--- src/rtl/tc_pkg.sv ---
// tc_pkg: shared types and constants for the target cache update controller
package tc_pkg;
    localparam int TC_IDX_W   = 8;
    localparam int TC_ENTRIES = 256;

    typedef struct packed {
        logic [31:0] pc;
        logic [31:0] target;
        logic [3:0]  bhr;
    } tc_upd_t;

    typedef enum logic {TC_IDLE, TC_CLEAR} tc_state_e;

    function automatic logic [TC_IDX_W-1:0] tc_idx(input tc_upd_t u);
        return {u.pc[3:0], u.bhr};
    endfunction
endpackage

--- src/rtl/tc_upd_fifo.sv ---
// tc_upd_fifo: 2-write/1-read update queue with occupancy count; TC_COALESCE_EN merges same-index updates into queued non-head entries
module tc_upd_fifo
    import tc_pkg::*;
#(
    parameter int DEPTH = 4,
    parameter int CW    = $clog2(DEPTH + 1)
) (
    input  logic          clk,
    input  logic          resetn,
    input  logic          flush,
    input  logic          pop,
    input  logic          push0,
    input  logic          push1,
    input  tc_upd_t       d0,
    input  tc_upd_t       d1,
    output tc_upd_t       head,
    output logic [CW-1:0] count,
    output logic          hit0,
    output logic          hit1,
    output logic          hit10
);
    localparam int AW = $clog2(DEPTH);

    tc_upd_t          mem_q [DEPTH];
    tc_upd_t          mem_d [DEPTH];
    logic [AW-1:0]    rd_q, rd_d, wr_q, wr_d, wr1;
    logic [CW-1:0]    cnt_q, cnt_d;
    logic [DEPTH-1:0] m0, m1;
    logic             n0, n1;

`ifdef TC_COALESCE_EN
    // flag queued entries behind the head whose index matches an incoming update
    always_comb begin
        m0 = '0;
        m1 = '0;
        for (int s = 0; s < DEPTH; s++) begin
            if (AW'(AW'(s) - rd_q) != '0 && CW'(AW'(AW'(s) - rd_q)) < cnt_q) begin
                m0[s] = tc_idx(mem_q[s]) == tc_idx(d0);
                m1[s] = tc_idx(mem_q[s]) == tc_idx(d1);
            end
        end
    end
    assign hit0  = |m0;
    assign hit1  = |m1;
    assign hit10 = push0 && !hit0 && tc_idx(d0) == tc_idx(d1);
`else
    assign m0    = '0;
    assign m1    = '0;
    assign hit0  = 1'b0;
    assign hit1  = 1'b0;
    assign hit10 = 1'b0;
`endif

    // next queue contents: in-place merges, then BU0 slot, then BU1 slot
    always_comb begin
        n0    = push0 && !hit0;
        n1    = push1 && !hit1 && !hit10;
        wr1   = wr_q + AW'(n0);
        mem_d = mem_q;
        for (int s = 0; s < DEPTH; s++) begin
            if (push0 && m0[s]) mem_d[s].target = d0.target;
            if (push1 && m1[s]) mem_d[s].target = d1.target;
        end
        if (n0) mem_d[wr_q] = d0;
        if (n1) mem_d[wr1] = d1;
        if (push1 && hit10) mem_d[wr_q].target = d1.target;
        rd_d  = flush ? '0 : rd_q + AW'(pop);
        wr_d  = flush ? '0 : wr1 + AW'(n1);
        cnt_d = flush ? '0 : cnt_q + CW'(n0) + CW'(n1) - CW'(pop);
    end

    // queue storage and pointers
    always_ff @(posedge clk) begin
        mem_q <= mem_d;
        if (!resetn) begin
            rd_q  <= '0;
            wr_q  <= '0;
            cnt_q <= '0;
        end else begin
            rd_q  <= rd_d;
            wr_q  <= wr_d;
            cnt_q <= cnt_d;
        end
    end

    assign head  = mem_q[rd_q];
    assign count = cnt_q;
endmodule

--- src/rtl/target_cache_update_ctrl.sv ---
// target_cache_update_ctrl: serialises BU0/BU1 target updates into one cache write per cycle and sweeps the cache on clear; TC_COALESCE_EN enables same-index merging
module target_cache_update_ctrl
    import tc_pkg::*;
#(
    parameter int FIFO_DEPTH = 4,
    parameter int BHR_W      = 4,
    parameter int PCLO_W     = 4
) (
    input  logic                              clk,
    input  logic                              resetn,
    input  logic                              bu0_valid,
    input  logic [31:0]                       bu0_pc,
    input  logic [31:0]                       bu0_target,
    input  logic [BHR_W-1:0]                  bu0_bhr,
    output logic                              bu0_ready,
    input  logic                              bu1_valid,
    input  logic [31:0]                       bu1_pc,
    input  logic [31:0]                       bu1_target,
    input  logic [BHR_W-1:0]                  bu1_bhr,
    output logic                              bu1_ready,
    input  logic                              clear_req,
    output logic                              clear_busy,
    output logic                              update_en,
    output logic [31:0]                       update_pc,
    output logic [31:0]                       update_target,
    output logic [BHR_W-1:0]                  update_BHR,
    output logic [$clog2(FIFO_DEPTH+1)-1:0]   q_count
);
    localparam int CW = $clog2(FIFO_DEPTH + 1);
    localparam logic [TC_IDX_W:0] IDX_LAST = (TC_IDX_W+1)'(TC_ENTRIES - 1);
    localparam logic [TC_IDX_W:0] IDX_ONE  = (TC_IDX_W+1)'(1);

    tc_state_e       state_q, state_d;
    logic [TC_IDX_W:0] idx_q, idx_d;
    tc_upd_t         upd_q, upd_d, head, d0, d1;
    logic            en_q, en_d;
    logic            idle, pop, flush, hit0, hit1, hit10;
    logic [CW:0]     free;

    assign d0 = '{pc: bu0_pc, target: bu0_target, bhr: bu0_bhr};
    assign d1 = '{pc: bu1_pc, target: bu1_target, bhr: bu1_bhr};

    assign idle      = resetn && state_q == TC_IDLE && !clear_req;
    assign pop       = idle && q_count != '0;
    assign free      = (CW+1)'(FIFO_DEPTH) - (CW+1)'(q_count) + (CW+1)'(pop);
    assign bu0_ready = idle && (free != '0 || hit0);
    assign bu1_ready = idle && (hit1 || hit10 || free > (CW+1)'(bu0_valid && !hit0));
    assign flush     = resetn && state_q == TC_IDLE && clear_req;

    tc_upd_fifo #(.DEPTH(FIFO_DEPTH)) u_fifo (
        .clk    (clk),
        .resetn (resetn),
        .flush  (flush),
        .pop    (pop),
        .push0  (bu0_valid && bu0_ready),
        .push1  (bu1_valid && bu1_ready),
        .d0     (d0),
        .d1     (d1),
        .head   (head),
        .count  (q_count),
        .hit0   (hit0),
        .hit1   (hit1),
        .hit10  (hit10)
    );

    // FSM next state, sweep counter and registered drain write
    always_comb begin
        state_d = state_q;
        idx_d   = idx_q;
        en_d    = pop;
        upd_d   = pop ? head : '0;
        if (state_q == TC_CLEAR) begin
            idx_d   = idx_q + IDX_ONE;
            state_d = idx_q == IDX_LAST ? TC_IDLE : TC_CLEAR;
        end else if (clear_req) begin
            state_d = TC_CLEAR;
            idx_d   = '0;
        end
    end

    // state, sweep index and drain output registers
    always_ff @(posedge clk) begin
        if (!resetn) begin
            state_q <= TC_IDLE;
            idx_q   <= '0;
            en_q    <= 1'b0;
            upd_q   <= '0;
        end else begin
            state_q <= state_d;
            idx_q   <= idx_d;
            en_q    <= en_d;
            upd_q   <= upd_d;
        end
    end

    assign clear_busy    = state_q == TC_CLEAR;
    assign update_en     = clear_busy || en_q;
    assign update_pc     = clear_busy ? 32'(idx_q[BHR_W +: PCLO_W]) : upd_q.pc;
    assign update_BHR    = clear_busy ? idx_q[BHR_W-1:0] : upd_q.bhr;
    assign update_target = clear_busy ? '0 : upd_q.target;
endmodule

--- config.mk ---
export PLATFORM = sky130hd
export DESIGN_NAME = target_cache_update_ctrl
export DESIGN_NICKNAME = d
export VERILOG_FILES = /design/src/rtl/tc_pkg.sv /design/src/rtl/tc_upd_fifo.sv /design/src/rtl/target_cache_update_ctrl.sv
export SDC_FILE = /design/constraint.sdc
export NUM_CORES = 1
export LEC_CHECK = 0
export CAP_MARGIN = 20
export CELL_PAD_IN_SITES_DETAIL_PLACEMENT = 1
export CELL_PAD_IN_SITES_GLOBAL_PLACEMENT = 1
export CORE_MARGIN = 2
export CORE_UTILIZATION = 43
export CTS_BUF_LIST = sky130_fd_sc_hd__clkbuf_8
export DETAILED_ROUTE_END_ITERATION = 6
export PLACE_DENSITY_LB_ADDON = 0.25
export SKIP_CTS_REPAIR_TIMING = 1
export SLEW_MARGIN = 20
export SYNTH_ARGS = -nofsm -noshare
export SYNTH_HDL_FRONTEND = slang
export SYNTH_SLANG_ARGS = --single-unit
--- constraint.sdc ---
create_clock -name clk -period 4.2 [get_ports clk]
set_input_delay 0.63 -clock clk [delete_from_list [all_inputs] [get_ports clk]]
set_output_delay 0.63 -clock clk [all_outputs]
set_load 0.02 [all_outputs]
# ---- Word level (Yosys, flattened, before mapping)
# Cells that the tools add are included.
dict set report totals {
  memories 0
  elab_cells 78
  out_inout_bits 75
  mem_bits_ro 0
  regBits 358
  latchBits 0
  mem_bits_rw 0
  in_bits 141
}
dict set report classes {
  mux 19
  add_sub_neg 9
  n_reduce_logical 17
  multipliers 0
  div 0
  n_lt_le_gt_ge 6
  n_shift 0
  bitwise 5
  n_eq_ne 1
}
# cell n
set op_table {}
lappend op_table {{bitwise mux 272 bit} 2}
lappend op_table {{two-way mux 272 bit} 2}
lappend op_table {{demux 68 bit (select 2 bit)} 2}
lappend op_table {{two-way mux 68 bit} 4}
lappend op_table {{binary-select mux 68 bit (select 2 bit)} 1}
lappend op_table {{two-way mux 32 bit} 2}
lappend op_table {{two-way mux 9 bit} 2}
lappend op_table {{logical AND 1 bit} 10}
lappend op_table {{adder 9 x 1 -> 9 bit (second input constant)} 1}
lappend op_table {{equality test 9 x 8 -> 1 bit (second input constant)} 1}
lappend op_table {{greater-or-equal comparator 3 bit (second input constant)} 3}
lappend op_table {{NOT 2 -> 3 bit} 3}
lappend op_table {{adder 2 x 1 -> 2 bit} 3}
lappend op_table {{adder 3 x 1 -> 3 bit} 2}
lappend op_table {{< comparator 3 x 1 -> 1 bit (second input constant)} 2}
lappend op_table {{adder 4 x 1 -> 4 bit} 1}
lappend op_table {{greater-than comparator 4 x 1 -> 1 bit} 1}
lappend op_table {{two-way mux 4 bit} 1}
lappend op_table {{nonzero test 4 bit} 1}
lappend op_table {{subtractor 3 x 3 -> 4 bit (first input constant)} 1}
lappend op_table {{two-way mux 1 bit} 3}
lappend op_table {{nonzero test 3 bit} 1}
lappend op_table {{subtractor 3 x 1 -> 3 bit} 1}
lappend op_table {{NOT 1 bit} 2}
lappend op_table {{other kinds (5)} 5}

# ---- Logic depth before layout (Yosys ltp)
# Gate-level depths: netlist of run 1.
dict set report depth {
  depth_word 16
  mapped_depth 16
  depth_no_buf 15
}

# ---- Hierarchy
# From an unflattened synthesis of run 1, not the netlist that was laid out.
dict set report hier_totals {
  hier_cells 1944
  area_unflattened_um2 16345.7
}
# module n_inst area_per_inst_um2 cells_each
set modules_own_cells {}
lappend modules_own_cells {tc_upd_fifo 1 13345.3 1646}
lappend modules_own_cells {target_cache_update_ctrl 1 3000.4 298}

# ---- Worst setup path before layout of run 1
# No wires, ideal clock.
dict set report synth_path {
  kind {input port to flip-flop}
  from {input clear_req}
  to {register u_fifo.mem_q[116] (netlist name)}
  stages 14
  arrival_ns 3.826
  setup_slack_ns 0.253
  n_path_buf 2
  setup_time_ns 0.121
  required_ns 4.079
  path_cell_list {nor2_1 > o311ai_0 > ha_1 > inv_1 > ha_1 > nor2b_2 > o21ai_0 > nor2b_1 > ha_1 > and4b_1 > nand3_1 > buf_2 > clkbuf_4 > mux2_4}
}
# item line_no
set synth_lines {}
lappend synth_lines {{start: declaration} target_cache_update_ctrl.sv:21} ;# input logic clear_req,
lappend synth_lines {{end signal: assignment} tc_upd_fifo.sv:74} ;# mem_q <= mem_d;
lappend synth_lines {{end: declaration} tc_upd_fifo.sv:24} ;# tc_upd_t mem_q [DEPTH];

# ---- Worst setup path in the final report of run 1
dict set report layout_path {
  from {register u_fifo.cnt_q[2], in the netlist u_fifo.count[2]}
  to {output bu0_ready}
}
dict set report layout_via {
  elab_chain_cells 5
  word_cells_on_any_way 6
  classes_between {add/sub (2); reduce/logical (4)}
}
# item line_no
set layout_rtl {}
lappend layout_rtl {{start: declaration} tc_upd_fifo.sv:27} ;# logic [CW-1:0] cnt_q, cnt_d;
lappend layout_rtl {{start signal: assignment} tc_upd_fifo.sv:82} ;# cnt_q <= cnt_d;
lappend layout_rtl {{branches (longest 2 deep; another with subtractor 3 x 3 -> 4 bit)} --}
lappend layout_rtl {{adder 4 x 1 -> 4 bit *} target_cache_update_ctrl.sv:45} ;# assign free = (CW+1)'(FIFO_DEPTH) - (CW+1)'(q_count) + (CW+1)'(pop);
lappend layout_rtl {{nonzero test 4 bit *} target_cache_update_ctrl.sv:46} ;# assign bu0_ready = idle && (free != '0 || hit0);
lappend layout_rtl {{logical AND 1 bit *} target_cache_update_ctrl.sv:46}
lappend layout_rtl {{end: declaration} target_cache_update_ctrl.sv:15} ;# output logic bu0_ready,
# Mark *: on every way between the ends.

==> results of run 1 <==
==> per-layer routing <==
| layer | GRT usage (%) | share of wire, % | up-vias |
|---|---|---|---|
| met5 | 0 | 0.11 | - |
| met3 | 4.51 | 4.6 | 58 |
| met4 | 6.51 | 1.7 | 8 |
| met1 | 27.8 | 44 | 5662 |
| met2 | 38.4 | 49 | 204 |
| li1 | - | - | 5185 |
==> cells by family after synthesis <==
family	Yosys count	synth area share (%)
AO/OA/AOI/OAI	18	1.20
AND/OR/NAND/NOR	183	6.53
flip-flops	358	40.8
XOR/XNOR	6	0.299
adder cells (fa/ha/maj)	12	0.941
multiplexers	621	47.2
buffers and inverters	102	3.04
==> where the power goes <==
group | leakage, nW | switching (mW) | internal [mW]
clock network | 0.763 | 1.46 | 1.91
logic | 5.19 | 0.566 | 1.40
registers | 2.95 | 0.303 | 4.01
total | 8.90 | 2.33 | 7.32
==> state kept, by name, summed over array words and instances, names as in the netlist <==
register and cells:
clear_busy 1, en_q 1, idx_q 9, u_fifo.count 3, u_fifo.mem_q 272, u_fifo.rd_q 2
u_fifo.wr_q 2, upd_q 68
==> metrics by stage <==
stage / cell area (sq um) / hold slack, ns
2_1_floorplan: 17600 / 0.462
3_3_place_gp: 20400 / 0.482
3_5_place_dp: 20400 / 0.505
4_1_cts: 21800 / 0.515
5_1_grt: 21800 / 0.556
6_report: 21800 / 0.521
==> critical path: cells and delay by family (launching register included) <==
family	cells	cell delay, ns
adders and majority gates	2	0.48
and+or+nand+nor	2	0.43
AOI/OAI and AO/OA	2	0.64
DFF	1	0.39
buffers and inverters	2	0.66
==> cell usage in the layout, fill, tap and decap left out, types with 8 or more instances in the layout <==
| master | instances |
|---|---|
| dfxtp_1 | 355 |
| and2_1 | 69 |
| mux2_4 | 140 |
| nand2_1 | 8 |
| clkdlybuf4s50_1 | 215 |
| clkbuf_8 | 85 |
| nor2b_1 | 66 |
| mux2_2 | 412 |
| buf_12 | 17 |
| ha_1 | 10 |
| mux4_2 | 68 |
| buf_4 | 18 |
| nor2_1 | 9 |
| inv_1 | 28 |
==> cell type report <==
class	count	share of cell area, %
Multi-Input combinational cell	840	45.5
Clock inverter	27	0.764
Antenna cell	7	0.0804
Sequential cell	358	33.0
Tap cell	532	3.06
Timing Repair Buffer	250	12.1
Inverter	11	0.190
Clock buffer	85	5.37
==> how the worst max path moves through the flow <==
stage	startpoint	endpoint	slack (ns)	cells after the start
3_5_place_dp	clear_req	u_fifo.mem_q[215]	0.09	14
6_report	u_fifo.count[2]	bu0_ready	0.30	8
3_3_place_gp	clear_req	u_fifo.mem_q[212]	0.20	14
2_1_floorplan	clear_req	u_fifo.mem_q[116]	0.25	14
4_1_cts	u_fifo.count[2]	bu0_ready	0.20	8
5_1_grt	u_fifo.count[2]	bu0_ready	0.07	8
==> Yosys cell counts (3+ instances only) <==
cell type / number / area (sq um)
buf_6: 12 / 135
nor2_1: 9 / 33.8
and2_1: 69 / 432
buf_1: 18 / 67.6
nand2b_1: 3 / 18.8
nor2b_1: 66 / 413
mux4_2: 68 / 1530
nand2_1: 8 / 30.0
mux2_2: 412 / 4640
inv_1: 11 / 41.3
and3_1: 7 / 43.8
mux2_4: 140 / 2100
nand3_1: 6 / 30.0
ha_1: 10 / 125
clkbuf_4: 6 / 45.0
a21oi_1: 3 / 15.0
clkbuf_1: 28 / 105
o21ai_0: 3 / 15.0
xnor2_1: 4 / 35.0
buf_2: 25 / 125
a2111oi_4: 4 / 110
dfxtp_1: 358 / 7170
==> out/metrics.yaml, run 1 <==
outcome: "complete, no violations"
fp.coreArea_sq_mm: 0.0406
r2r_setup_slack_ns: 0.58
wl_per_cell_um: 22.3
synthCells: 1300
pre_cts_slack_ns: 0.0895
fill_cells: 4036
grt_max_degree: 70
skew_ns: 0.0386
ys_seq_area_share_pct: 40.8
drc_errors: 0
seqCellArea_sq_mm: 0.00718
crit_required_ns: 3.57
cts_root_buf: "clkbuf_8"
portBuffers: 215
finalHoldViolations: 0
finalNonFillerCells: 2110
ys.flop_type: "dfxtp_1"
layout-drive-gt1-share_pct: 48.8
setup_viol: 0
rr_worst_depth: 12
min-delay-start: "idx_q[6]"
area_delta_synth_final_pct: 24.0
path_common_cell: "ha_1"
clk_latency_ns: 0.67
drtAntennaViolNets: 0
startpoint_type: "flop"
cpPeakStageDelay_ns: 0.61
holdPathEnd: "idx_q[6]"
grt_overflow: 0
synth_area_sq_mm: 0.0176
syn-num-nets: 1453
finish.utilization_pct: 53.7
worst_pin_slew_ns: 1.02
synth_edf_count: 0
fin_ws_ns: 0.300
min_period_ns: 3.90
ir_drop_mv: 0.305
max_cap_violations: 0
track_usage_pct: 22.2
drt_wl_total_um: 47000
grt_first_pass_wirelength_um: 72000
critPathKind: "reg -> out"
num_rows: 74
min_path_cells: 2
setup_tns_ns: 0
die_area_sq_mm: 0.0425
cts_buffers: 61
rsz0062_at_grt: "false"
die_w_um: 206
fin_crit_sh_pct: 92.9
cpMaxStageDelayCell: "clkdlybuf4s50_1"
viasPerCell: 5.27
dr.first_iter.drc_count: 356
clock_path_buffers: 3
p_per_area_mw_per_mm2: 443
max_slew_margin_pct: 31.8
firstDrtPassIters: 4
grt_pass1_vias: 12229
yosysUniqueCellTypes: 44
r2r_end: "u_fifo.mem_q[215]"
die_h_um: 206
endpoint_kind: "output pin"
finalNetCount: 1675
pin_count: 216
cp_max_fo: 6
dp_hpwl_um: 29000
crit_chain: "o311ai_0, ha_1, inv_1, ha_1, and4b_1, o21ai_0, and3_1, clkdlybuf4s50_1"
htree_levels: 2
power.total_mw: 9.64
multi_input_area_sq_mm: 0.00991
syn_area_per_cell_sq_um: 13.5
initial_core_util_pct: 43.3
p_leak_nw: 8.90
yosysWarnings: 0
clkSlewWorstSetupHoldPaths_ns: 0.06
worstReg2RegStart: "u_fifo.count[2]"
antenna_found_initial: 9
cts.sinks: 358
dp.cells: 1991
synthArstFlopShare_pct: 0
gp_congestion: 0.736
worstPathArrival_ns: 3.27
cts_tree: "built"
report.final.slew_viol_count: 0
fmax_ghz: 0.256
synth_seq_cells: 358
hold_class: "reg -> reg"
num_vias: 11117
(Power assumes the default switching activity.)
==> run 2: changes to the inputs <==
--- a/config.mk
+++ b/config.mk
@@ -13,6 +13,7 @@
 export CTS_BUF_LIST = sky130_fd_sc_hd__clkbuf_8
 export DETAILED_ROUTE_END_ITERATION = 6
 export PLACE_DENSITY_LB_ADDON = 0.25
+export REMOVE_ABC_BUFFERS = 1
 export SKIP_CTS_REPAIR_TIMING = 1
 export SLEW_MARGIN = 20
 export SYNTH_ARGS = -nofsm -noshare
==> out/metrics.yaml, run 2 (synthesis results as in run 1) <==
critPathKind: "reg -> out"
finalNetCount: 1689
clk_latency_ns: 0.61
fp.coreArea_sq_mm: 0.0406
ir_drop_mv: 0.246
fin_area_sq_mm: 0.0218
htree_levels: 3
die_area_sq_mm: 0.0425
viasPerCell: 5.30
max_slew_margin_pct: 40.2
gp_congestion: 0.760
startpoint_type: "flop"
drtAntennaViolNets: 0
drc_errors: 0
cp_max_fo: 6
die_w_um: 206
p_sw_share_pct: 24.4
track_usage_pct: 22.5
grt_first_pass_wirelength_um: 72800
reg_top3: "u_fifo.mem_q: 272 flops, upd_q: 68 flops, idx_q: 9 flops"
holdPathEnd: "idx_q[7]"
grt_overflow: 0
die_h_um: 206
finalHoldViolations: 0
fmax_ghz: 0.253
wl_per_cell_um: 22.2
pin_count: 216
final_common_cell: "mux2_2"
regMostFlops: "u_fifo.mem_q"
hold_class: "reg -> reg"
worst_pin_slew_ns: 0.898
min-delay-start: "idx_q[7]"
fill_cells: 4017
cts_buffers: 66
dr.first_iter.drc_count: 319
num_rows: 74
pwr-share-clk_pct: 33.8
dp_hpwl_um: 30000
rsz0062_at_grt: "false"
area_delta_synth_final_pct: 23.9
worstPathArrival_ns: 3.32
fin_crit_sh_pct: 94.0
min_path_cells: 1
final_cell_mix: "mux2_2 (412), dfxtp_1 (355), clkdlybuf4s50_1 (215)"
hold_slack_ns: 0.508
report.final.slew_viol_count: 0
p_leak_nw: 8.92
dp.cells: 2000
initial_core_util_pct: 43.3
cts.sinks: 358
endpoint_kind: "output pin"
cts_tree: "built"
setup_viol: 0
power_frac_comb_pct: 20.7
max_cap_violations: 0
min_period_ns: 3.95
grt_pass1_vias: 12440
worstReg2RegStart: "u_fifo.count[2]"
crit_required_ns: 3.57
p_per_area_mw_per_mm2: 435
setup_tns_ns: 0
p_int_mw: 7.16
grt_max_degree: 69
firstDrtPassIters: 4
critical_path.startpoint: "u_fifo.count[2]"
num_vias: 11222
finalNonFillerCells: 2116
clkSlewWorstSetupHoldPaths_ns: 0.06
p_seq_share_pct: 45.6
cts_root_buf: "clkbuf_8"
largest_register_ffs: 272
rr_worst_depth: 12
r2r_setup_slack_ns: 0.58
antenna_found_initial: 8
switching_power_mw: 2.30
power.total_mw: 9.46
portBuffers: 215
outcome: "complete, no violations"
skew_ns: 0.0241
layout-drive-gt1-share_pct: 48.6
drt_wl_total_um: 47000
r2r_end: "u_fifo.mem_q[237]"
placed_cell_area_sq_mm: 0.0205
clock_path_buffers: 3
-- run 2: critical path: stages, from the launching register on --
cell and delay (ns):
dfxtp_1 0.39, o311ai_0 0.45, ha_1 0.27, inv_1 0.05, ha_1 0.20, and4b_1 0.22
o21ai_0 0.19, buf_4 0.14, and3_1 0.18, clkdlybuf4s50_1 0.62
-- run 2: worst max-delay path by stage --
stage / depth (start not counted) / to
after detailed placement: 14 / u_fifo.mem_q[237]
after floorplan: 12 / u_fifo.mem_q[100]
after global routing: 9 / bu0_ready
after CTS: 9 / bu0_ready
final: 9 / bu0_ready
after global placement: 14 / u_fifo.mem_q[258]
-- run 2: layout make-up --
| cell class | count | area, sq um | share of cell area (%) |
|---|---|---|---|
| Timing Repair Buffer | 259 | 2710 | 12.4 |
| Sequential cell | 358 | 7180 | 33.0 |
| Clock inverter | 31 | 128 | 0.586 |
| Tap cell | 532 | 666 | 3.06 |
| Clock buffer | 82 | 1130 | 5.19 |
| Multi-Input combinational cell | 840 | 9910 | 45.5 |
| Antenna cell | 3 | 7.51 | 0.0345 |
| Inverter | 11 | 41.3 | 0.190 |
-- run 2: power groups by stage --
stage,Clock (mW),Sequential [mW],Combinational (mW)
3_5_place_dp,0,4.37,1.96
3_3_place_gp,0,4.34,1.87
4_1_cts,3.30,4.31,1.97
5_1_grt,3.46,4.38,2.11
2_1_floorplan,0,4.28,1.50
6_report,3.19,4.31,1.95
-- run 2: layer usage --
| metal | GRT usage [%] | wire (um) |
|---|---|---|
| met1 | 27.8 | 20400 |
| met2 | 39.0 | 23300 |
| met3 | 5.03 | 2330 |
| met4 | 7.07 | 972 |
| met5 | 0 | 59 |
-- run 2: through the flow --
stage          util, %  setup slack, ns
2_1_floorplan        -            -2.91
3_3_place_gp      50.6            0.128
3_5_place_dp      50.6           0.0916
4_1_cts           53.7            0.175
5_1_grt           53.7           0.0713
6_report          53.7            0.252
==> run 3: changes to the inputs <==
--- a/config.mk
+++ b/config.mk
@@ -11,6 +11,7 @@
 export CORE_MARGIN = 2
 export CORE_UTILIZATION = 43
 export CTS_BUF_LIST = sky130_fd_sc_hd__clkbuf_8
+export CTS_CLUSTER_SIZE = 25
 export DETAILED_ROUTE_END_ITERATION = 6
 export PLACE_DENSITY_LB_ADDON = 0.25
 export REMOVE_ABC_BUFFERS = 1
==> results of run 3 <==
Final layout, timing and power as in run 2 (identical DEF).
==> RTL change 1, RTL diff (flow settings as in run 1) <==
The option `TC_COALESCE_EN` is turned on by a define.
--- a/src/rtl/tc_upd_fifo.sv
+++ b/src/rtl/tc_upd_fifo.sv
@@ -1,3 +1,5 @@
 // tc_upd_fifo: 2-write/1-read update queue with occupancy count; TC_COALESCE_EN merges same-index updates into queued non-head entries
+`define TC_COALESCE_EN
+
 module tc_upd_fifo
     import tc_pkg::*;
Function: changed (Yosys sat finds a counterexample within 4 cycles, from zero or initial values and one cycle with resetn low).
==> RTL change 1 against run 1 <==
- combinational power up 5%
- final area grew 3.5%
- non-clock buffer count up 49
- fmax shrank 4.6%
- setup slack worse by 0.19 ns
- sequential cell count unchanged
- critical endpoint is now bu1_ready
- highest routed layer unchanged
- synthesized area grew 2.5%
- wire length up 12%
- first-iteration DRC count grew 15%
- largest power group unchanged
- total power rose by 4.0%
- die area grew 2.4%
- clock power up 3%
==> RTL change 1: results (changes against run 1) <==
worst-path maximum fanout=3 (-3); Final Skew=0.0417 ns (+0.00317 ns); placed insts=2,319 (+16%); status=finished clean; later-pin clock latency in the skew report=0.66 ns; DPL Wire Length=34.2 mm (+18%); VDD IR max=0.000325 V (+6.5%); Num CTS Buffers=61 (unchanged); leak pwr=9.40 nW (+5.6%); Via density=5.37 (+1.9%); Largest delay share family, worst path=simple AND/OR/NAND/NOR gates; Final nets=2,014 (+20%); ranking of synthesized cells by area=dfxtp_1, mux2_2, mux4_2; area post-placement=21,100 um2 (+3.1%); first-pass GRT wire length=82.6 mm (+15%); wirelength, routed=52.6 mm (+12%); multi-input logic area=10,300 um2 (+3.8%); PortBufs=215 (unchanged); DRT iter0 DRCs=410 (+15%); vias in the first global route=14,500 (+19%); H-tree depth=2 (unchanged); share of the yosys chip area belonging to registers=39.8% (-0.98 points); synth cell count leaders=dfxtp_1, mux2_2, nor2_1; RD Place Congestion=0.849 (+15%); Total GRT Usage=24.2% (+2.0 points); Sw Share=26.3% (+2.2 points); worst hold path class=flip-flop to flip-flop; deepest clock path buffer count=3 (unchanged); root buffer cell=clkbuf_8; share of synthesized registers carrying an async set or reset=0% (unchanged); share of cells above drive strength 1=27.9% (-21 points); synth warn=0 (unchanged); clk slew on worst S/H paths=0.06 ns (about the same); Synth Flop Type=dfxtp_1; Mapped Cells=1,611 (+24%); Regs by FF count=u_fifo.mem_q x272, upd_q x68, idx_q x9; Filler Cell Count=4,407 (+9.2%); count of different cell masters after synthesis=50 (+14%); Worst-Margin Slew=0.868 ns (-0.154 ns); TritonRoute pass-1 iters=4 (unchanged); antenna violations before repair=5 (-4); synthesized net count=1,772 (+22%); max incr delay on CP=0.36 ns (-0.25 ns); Slowest cell on crit path=dfxtp_4; largest net degree at the start of global routing=73 (+4.3%); Post-Place Setup Slack=-0.244 ns (-0.333 ns); DR WL/cell=21.6 um (-3.0%)
## RTL change 1: power groups by stage
stage	combinational [mW]	clock, mW	sequential [mW]
5_1_grt	2.25	3.73	4.59
3_3_place_gp	1.93	0	4.53
4_1_cts	2.06	3.56	4.50
3_5_place_dp	2.04	0	4.57
6_report	2.06	3.46	4.51
2_1_floorplan	1.53	0	4.41
## RTL change 1: cells by family (layout without fill, tap and decap cells)
| kind of cell | after synthesis | after routing | share of synthesized area [%] |
|---|---|---|---|
| adder cells (fa/ha/maj) | 20 | 20 | 1.47 |
| AO/OA/AOI/OAI | 170 | 170 | 5.31 |
| other | 0 | 3 | 0 |
| AND/OR/NAND/NOR | 369 | 369 | 10.7 |
| XOR/XNOR | 78 | 78 | 3.80 |
| flip-flops | 358 | 358 | 39.8 |
| buffers and inverters | 134 | 424 | 3.63 |
| multiplexers | 482 | 482 | 35.3 |
## RTL change 1: path summary, 6_finish.rpt
kind	start	endpoint	slack, ns	cells past startpoint
worst max-delay path	u_fifo.rd_q[1]	bu1_ready	0.11	15
worst max register to register	u_fifo.rd_q[1]	u_fifo.mem_q[152]	0.31	15
worst min register to register	idx_q[7]	idx_q[7]	0.52	2
worst min-delay path	idx_q[7]	idx_q[7]	0.52	2
## RTL change 1: final cells by class
cell class	count	share of cell area (%)
multi-input cells	1119	45.7
clock buffers	87	5.31
inverters	14	0.250
clock inverters	24	0.794
diodes	3	0.0333
well taps	532	2.95
flip-flops and latches	358	31.9
repair buffers	299	13.1
## RTL change 1: per-layer routing
metal	global-route usage, %	vias to the layer above	wire length [um]
li1	-	6201	-
met1	29.4	6522	22800
met2	42.9	254	26200
met3	4.71	94	2280
met4	7.91	6	1330
met5	0	-	37
==> RTL change 2, RTL diff (config.mk and constraints of run 1) <==
Without the edit above. Register the output `q_count`, with the module's reset; this adds one clock of latency there. The other outputs are not delayed to match.
--- a/src/rtl/target_cache_update_ctrl.sv
+++ b/src/rtl/target_cache_update_ctrl.sv
@@ -31,4 +31,6 @@
     localparam logic [TC_IDX_W:0] IDX_ONE  = (TC_IDX_W+1)'(1);
 
+    logic [$clog2(FIFO_DEPTH+1)-1:0] q_count_d;
+
     tc_state_e       state_q, state_d;
     logic [TC_IDX_W:0] idx_q, idx_d;
@@ -42,6 +44,6 @@
 
     assign idle      = resetn && state_q == TC_IDLE && !clear_req;
-    assign pop       = idle && q_count != '0;
-    assign free      = (CW+1)'(FIFO_DEPTH) - (CW+1)'(q_count) + (CW+1)'(pop);
+    assign pop       = idle && q_count_d != '0;
+    assign free      = (CW+1)'(FIFO_DEPTH) - (CW+1)'(q_count_d) + (CW+1)'(pop);
     assign bu0_ready = idle && (free != '0 || hit0);
     assign bu1_ready = idle && (hit1 || hit10 || free > (CW+1)'(bu0_valid && !hit0));
@@ -58,5 +60,5 @@
         .d1     (d1),
         .head   (head),
-        .count  (q_count),
+        .count  (q_count_d),
         .hit0   (hit0),
         .hit1   (hit1),
@@ -99,4 +101,12 @@
     assign update_BHR    = clear_busy ? idx_q[BHR_W-1:0] : upd_q.bhr;
     assign update_target = clear_busy ? '0 : upd_q.target;
+    always_ff @(posedge clk) begin
+        if (!resetn) begin
+            q_count <= '0;
+        end else begin
+            q_count <= q_count_d;
+        end
+    end
+
 endmodule
 
Behaviour: not the same (a bounded check fails within 4 cycles, from zero or initial values and one cycle with resetn low).
==> RTL change 2 against run 1 <==
- wire length is 1.2% lower
- sequential cell count up 3
- synthesized area grew 0.63%
- final area is 0.61% higher
- sequential share of layout area up 0.073 points
- setup slack got worse by 0.023 ns
- synthesized cell count rose by 0.46%
- total power is 1.2% higher
- non-clock buffer count fell by 4
- register-to-register slack worse by 0.08 ns
- highest routed layer unchanged
==> RTL change 2: results (changes against run 1) <==
Post-Place Setup Slack=0.0890 ns (-0.000467 ns); Mapped Cells=1,306 (+0.46%); max incr delay on CP=0.63 ns (+0.02 ns); P_int=7.42 mW (+1.4%); Sw Share=24.0% (-0.15 points); later-pin clock latency in the skew report=0.61 ns (-0.06 ns); xor/xnor share of the synthesized area=0.297% (-0.0019 points); Total GRT Usage=22.1% (-0.084 points); DR WL/cell=22.0 um (-1.3%); Num CTS Buffers=67 (+9.8%); Final nets=1,683 (+0.48%); synthesized net count=1,459 (+0.41%); DPL Wire Length=28.2 mm (-2.9%); area post-placement=20,500 um2 (+0.54%); synth cell count leaders=mux2_2, dfxtp_1, mux2_4; share of the yosys chip area belonging to registers=40.9% (+0.086 points); mux contribution to synthesized area=47.1% (-0.081 points); adder-cell area share of the yosys netlist=0.935% (-0.0059 points); status=finished clean; largest net degree at the start of global routing=85 (+21%); DRT iter0 DRCs=346 (-2.8%); first-pass GRT wire length=72.1 mm (+0.26%); Slew Limit Headroom=30.2% (-1.7 points); WP data arrival=3.29 ns (+0.02 ns); clock network fraction of total power=35.4% (+0.5 points); share of cells above drive strength 1=48.4% (-0.38 points); Final Skew=0.0325 ns (-0.00610 ns); H-tree depth=3 (+1); vias in the first global route=12,700 (+3.6%); Via density=5.29 (+0.48%); ranking of synthesized cells by area=dfxtp_1, mux2_2, mux2_4; Compound-Gate Fraction of Synth Area=1.20% (-0.0075 points)
[RTL change 2: final timing paths]
kind / start / end / slack, ns / depth (start not counted)
max: u_fifo.count[2] / bu1_ready / 0.28 / 8
min: u_fifo.count[1] / q_count[1] / 0.49 / 1
max reg2reg: u_fifo.count[2] / u_fifo.mem_q[133] / 0.50 / 12
min reg2reg: u_fifo.count[1] / q_count[1] / 0.49 / 1
[RTL change 2: cell type report]
| cell class | instances | area, um2 |
|---|---|---|
| fillers | 4063 | 18800 |
| diodes | 3 | 7.51 |
| flip-flops and latches | 361 | 7240 |
| clock buffers | 87 | 1200 |
| multi-input cells | 843 | 9970 |
| clock inverters | 29 | 171 |
| well taps | 532 | 666 |
| inverters | 11 | 41.3 |
| repair buffers | 246 | 2620 |
[RTL change 2: per-layer routing]
layer,vias to the layer above,share of wire (%),GRT usage (%)
met1,5679,43,26.4
met2,214,51,39.2
li1,5211,-,-
met4,4,1.9,6.36
met3,73,5.0,5.43
met5,-,0.054,0
